**config.mk**
```make
export PLATFORM = sky130hd
export DESIGN_NAME = ofmap_writer_l8
export DESIGN_NICKNAME = d
export VERILOG_FILES = /design/src/rtl/ofmap_writer_l8.sv
export SDC_FILE = /design/constraint.sdc
export NUM_CORES = 1
export LEC_CHECK = 0
export BUFFER_PORTS_ARGS = -buffer_cell sky130_fd_sc_hd__buf_4
export CAP_MARGIN = 20
export CORE_MARGIN = 5
export CORE_UTILIZATION = 25
export DETAILED_ROUTE_END_ITERATION = 8
export PLACE_DENSITY = 0.54
export SYNTH_ARGS = -nofsm -noshare
export SYNTH_HDL_FRONTEND = slang
export SYNTH_SLANG_ARGS = --single-unit
```
**constraint.sdc**
```tcl
create_clock -name clk -period 2.1 [get_ports clk]
set_input_delay 0 -clock clk [delete_from_list [all_inputs] [get_ports clk]]
set_output_delay 0 -clock clk [all_outputs]
set_load 0.03 [all_outputs]
```
**src/rtl/ofmap_writer_l8.sv**
```systemverilog
// ofmap_writer_l8: layer-8 output-feature-map write-address generator (raster col/row/ch walk, registered write port).
// Optional macro OFMAP_RELU_EN fuses a ReLU into the write data path.
module ofmap_writer_l8 #(
  parameter int DATA_W = 16,
  parameter int ADDR_W = 12,
  parameter int W_OUT  = 8,
  parameter int H_OUT  = 8,
  parameter int C_OUT  = 4,
  parameter int BASE   = 0,
  localparam int CW = W_OUT > 1 ? $clog2(W_OUT) : 1,
  localparam int RW = H_OUT > 1 ? $clog2(H_OUT) : 1,
  localparam int NW = C_OUT > 1 ? $clog2(C_OUT) : 1
) (
  input  logic              clk,
  input  logic              rst,
  input  logic              start,
  input  logic [2:0]        u,
  input  logic              in_valid,
  input  logic [DATA_W-1:0] in_data,
  output logic              in_ready,
  output logic              wr_en,
  output logic [ADDR_W-1:0] wr_addr,
  output logic [DATA_W-1:0] wr_data,
  output logic [CW-1:0]     col,
  output logic [RW-1:0]     row,
  output logic [NW-1:0]     ch,
  output logic              busy,
  output logic              done
);
  typedef enum logic [1:0] {S_IDLE, S_RUN, S_FLUSH, S_DONE} state_t;
  state_t            r_state;
  logic              r_half;
  logic [ADDR_W-1:0] r_addr;
  logic              w_acc, w_col_end, w_row_end, w_ch_end, w_last;
  logic [CW-1:0]     w_col_max;
  logic [RW-1:0]     w_row_max;
  logic [DATA_W-1:0] w_data;
  assign w_col_max = r_half ? CW'(W_OUT / 2 - 1) : CW'(W_OUT - 1);
  assign w_row_max = r_half ? RW'(H_OUT / 2 - 1) : RW'(H_OUT - 1);
  assign w_acc     = in_valid && in_ready;
  assign w_col_end = col == w_col_max;
  assign w_row_end = row == w_row_max;
  assign w_ch_end  = ch == NW'(C_OUT - 1);
  assign w_last    = w_col_end && w_row_end && w_ch_end;
`ifdef OFMAP_RELU_EN
  assign w_data = in_data[DATA_W-1] ? '0 : in_data;
`else
  assign w_data = in_data;
`endif
  always_ff @(posedge clk or negedge rst)
    if (!rst) begin
      r_state  <= S_IDLE;
      r_half   <= 1'b0;
      r_addr   <= ADDR_W'(BASE);
      in_ready <= 1'b0;
      wr_en    <= 1'b0;
      wr_addr  <= '0;
      wr_data  <= '0;
      col      <= '0;
      row      <= '0;
      ch       <= '0;
      busy     <= 1'b0;
      done     <= 1'b0;
    end else begin
      wr_en <= w_acc;
      if (w_acc) begin
        wr_addr <= r_addr;
        wr_data <= w_data;
        r_addr  <= r_addr + 1'b1;
        col     <= w_col_end ? '0 : col + 1'b1;
        if (w_col_end) row <= w_row_end ? '0 : row + 1'b1;
        if (w_col_end && w_row_end) ch <= w_ch_end ? '0 : ch + 1'b1;
      end
      case (r_state)
        S_IDLE: if (start) begin
          r_state  <= S_RUN;
          r_half   <= u == 3'd2;
          r_addr   <= ADDR_W'(BASE);
          col      <= '0;
          row      <= '0;
          ch       <= '0;
          in_ready <= 1'b1;
          busy     <= 1'b1;
        end
        S_RUN: if (w_acc && w_last) begin
          r_state  <= S_FLUSH;
          in_ready <= 1'b0;
        end
        S_FLUSH: begin
          r_state <= S_DONE;
          busy    <= 1'b0;
          done    <= 1'b1;
        end
        default: begin
          r_state <= S_IDLE;
          done    <= 1'b0;
        end
      endcase
    end
endmodule

```
==> implementation parameters <==
Parameter                              Value

Clock network
  Clock-pin slew on the worst setup and hold paths ... approximately 0.1 ns
  Root Driver ... sky130_fd_sc_hd__clkbuf_8
  Clock buffer depth ... 2
  H-tree Lvls ... 2
  Clock sinks ... 55
  Clock Latency Late Sink ... around 0.3 ns
  Clock buffer count from CTS ... 5
  CTS tree ... done

Die
  DIE WIDTH ... ~110 um
  Total die area ... approximately 12000 um^2
  Vertical die dimension ... approximately 110 um
  Std cell rows ... 35
  Initial Util ... between 20 and 30%
  Core Box Area ... 9280 um^2
  Ports placed on the boundary ... 63

Synth
  Mean cell area of the mapped netlist ... between 9 and 10 um^2
  Total number of yosys warnings ... 0
  Post-Syn Nets ... between 200 and 300
  Number of distinct library cells after synthesis ... 25
  Sequential cell area fraction in the yosys report ... around 58%
  Number of cells produced by synthesis ... between 200 and 300
  Cell area after synthesis ... around 2400 um^2
  #FFs+latches synth ... 55

Run status
  Status ... finished clean

STA
  Tightest slew margin relative to the limit ... a little over half
  Final critical delay including setup and external delays ... 1.89 ns
  RSZ-0062 raised after global routing ... no
  Final max-slew violation count ... 0
  Endpoints failing setup ... 0
  Final critical-path share of the clock period ... around nine tenths
  Post-Route Setup TNS ... 0 ns
  Clk_skew ... slightly below 0.008 ns
  Final hold slack ... 0.0288 ns
  Highest clock frequency the design can meet ... about 530 MHz
  Count of endpoints failing hold in the final timing report ... 0
  Slew @ Worst Pin ... between 0.7 and 0.8 ns
  Worst-case setup margin in the final layout ... 0.212 ns

Worst hold path
  Class of the worst hold path ... in2reg

Routing
  Overall via count from detail_route ... 1866
  Number of nets still failing antenna checks after routing ... 0
  Routed length per instance ... 12.0 um
  Number of design rule violations left after detail routing ... 0
  Total detailed-routing wirelength ... 5520 um
  Detailed-route vias per instance ... ~4.0
  Initial DRC count ... 95
  Detailed Routing Iterations Pass 1 ... 4

Power and ir drop
  Max rail drop VDD ... 0.226 mV
  Sequential share of power ... between 50 and 60%
  Total power consumption of the routed design ... ~1.8 mW
  Internal power contribution ... around 1.4 mW
  P_leak ... ~1.8 nW
  Part of the power in combinational logic ... ~4.5%
  Clock Power Share ... between 30% and 40%
  Power spent charging and discharging nets ... between 0.3 and 0.4 mW
  Switching share of power ... about a fifth
  Power density over cell area ... ~540 nW/um^2

Critical path
  Arr. time, crit path ... around 2.1 ns
  Endpoint kind of the worst setup timing path ... flop
  Largest stage delay on the critical path ... between 0.5 and 0.6 ns
  Cell family with most CP delay ... buffers and inverters
  WP data required ... 2.33 ns
  Chain of cells forming the critical path ... inv_1, ha_1, and2_2, nand3_1, dlygate4sd3_1, o21ai_0
  Setup Crit Path Kind ... reg2reg
  Number of buffer and inverter instances along the worst setup path ... 2
  Cell with the largest stage delay on the worst path ... sky130_fd_sc_hd__dlygate4sd3_1
  Worst setup SP type ... flop
  Biggest fanout along the worst timing path ... 12

Global routing
  Maximum number of pins on one net before global-route repair ... 56
  Number of antenna violations at the first check in global routing ... 0
  Total congestion overflow ... 0
  Wire length of the first global-routing pass ... 9060 um
  Gr usage total ... 9.76%
  Number of global-route vias before repair ... about 1.9k

Finish
  Sequential cell area ... 1380 um^2
  Final Util ... roughly 36%
  Multi-input logic area ... between 900 and 1000 um^2
  Most common cell after layout, fill and taps aside ... sky130_fd_sc_hd__nand2_1
  Area Overhead vs Synth ... 38.3%
  Fill cell count ... 963
  Most frequent cells in the layout ... sky130_fd_sc_hd__nand2_1, sky130_fd_sc_hd__buf_4, sky130_fd_sc_hd__dfrtp_1
  Layout cells sized above 1 ... approximately a quarter
  Final net count ... ~360
  N_diodes ... 0

Place
  Half-perimeter wire length after placement ... 3750 um
  RD Place Congestion ... slightly above 0.7
  Count of buffers inserted at the top-level ports ... 62
  Placement-stage worst setup slack ... around 0.45 ns

Job
  Max Cap Violations ... 0
-- synth_stat cells (all sizes together) --
master,instances,area [um^2]
buf,2,7.51
and2,4,26.3
and4,2,17.5
mux2,2,22.5
o21ai,5,25.0
o22ai,1,12.5
or3,2,12.5
xor2,12,105
xnor2,2,17.5
nand4,5,37.5
nand3,6,30.0
mux2i,6,60.1
a21oi,6,30.0
inv,6,22.5
dfrtp,55,1380
nor3,1,5.00
nand2,94,353
clkbuf,8,30.0
o21bai,1,7.51
and3,3,18.8
nor2,19,71.3
ha,8,100
-- worst min-delay path: stages --
cell and delay, ns:
sky130_fd_sc_hd__buf_4 0.10, sky130_fd_sc_hd__mux2i_1 0.07, sky130_fd_sc_hd__nand2_1 0.05, sky130_fd_sc_hd__o21ai_0 0.07
-- power groups by stage --
| stage | Clock, mW | Combinational, mW | Sequential [mW] |
|---|---|---|---|
| finish | 0.640 | 0.0802 | 1.06 |
| global route | 0.711 | 0.0904 | 1.06 |
| CTS | 0.679 | 0.0827 | 1.06 |
| detailed placement | 0 | 0.0560 | 1.08 |
| global placement | 0 | 0.0559 | 1.08 |
| floorplan | 0 | 0.00119 | 1.08 |
-- sequential cells by signal, summed over array words and instances, names as in the netlist --
| name | flops |
|---|---|
| row | 3 |
| wr_addr | 12 |
| busy | 1 |
| wr_en | 1 |
| r_addr | 12 |
| in_ready | 1 |
| wr_data | 16 |
| r_half | 1 |
| done | 1 |
| r_state | 2 |
| col | 3 |
| ch | 2 |
-- layer usage --
metal,track usage [%],wire length [um],up-vias
li1,-,-,960
met1,12.5,2580,853
met2,16.2,2500,48
met3,3.06,402,5
met4,2.16,40,0
met5,0,0,-
-- what timing repair did --
item                                   4_1_cts  5_1_grt
hold buffers                                19        0
buffers inserted                             0        0
setup endpoints to repair                    0        1
resized for setup                            0        1
endpoints found under the hold margin       72        0
-- kinds of logic (layout without fill, tap and decap cells) --
group           Yosys count  after routing  share of synthesized area [%]
simple gates            136            136                           23.9
flops                    55             55                           57.6
buf+inv                  16             99                           2.51
xor+xnor                 14             14                           5.13
compound gates           13             13                           3.14
fa+ha+maj                 8              8                           4.19
mux                       8              8                           3.46
-- cell type report --
type                            count  share of cell area [%]
Sequential cell                    55                    41.7
Timing Repair Buffer               85                    20.8
Tap cell                          129                    4.89
Inverter                            6                   0.682
Clock inverter                      1                   0.227
Multi-Input combinational cell    179                    28.9
Clock buffer                        7                    2.92
-- final timing paths --
path                                  from     endpoint  slack (ns)  depth (start not counted)
max in group asynchronous              rst  wr_data[13]        1.36                          2
min in group asynchronous              rst   r_state[0]        0.28                          2
worst min-delay path                 start         busy        0.03                          4
worst min register to register  wr_addr[9]   wr_addr[9]        0.48                          2
worst max register to register  r_state[0]       r_half        0.21                          6
worst max-delay path            r_state[0]       r_half        0.21                          6
-- metrics by stage --
stage | cells | cell area (um^2)
floorplan | 250 | 2390
global placement | 435 | 3010
detailed placement | 435 | 3010
CTS | 462 | 3300
global route | 462 | 3300
finish | 462 | 3300
(Power assumes the default switching activity.)
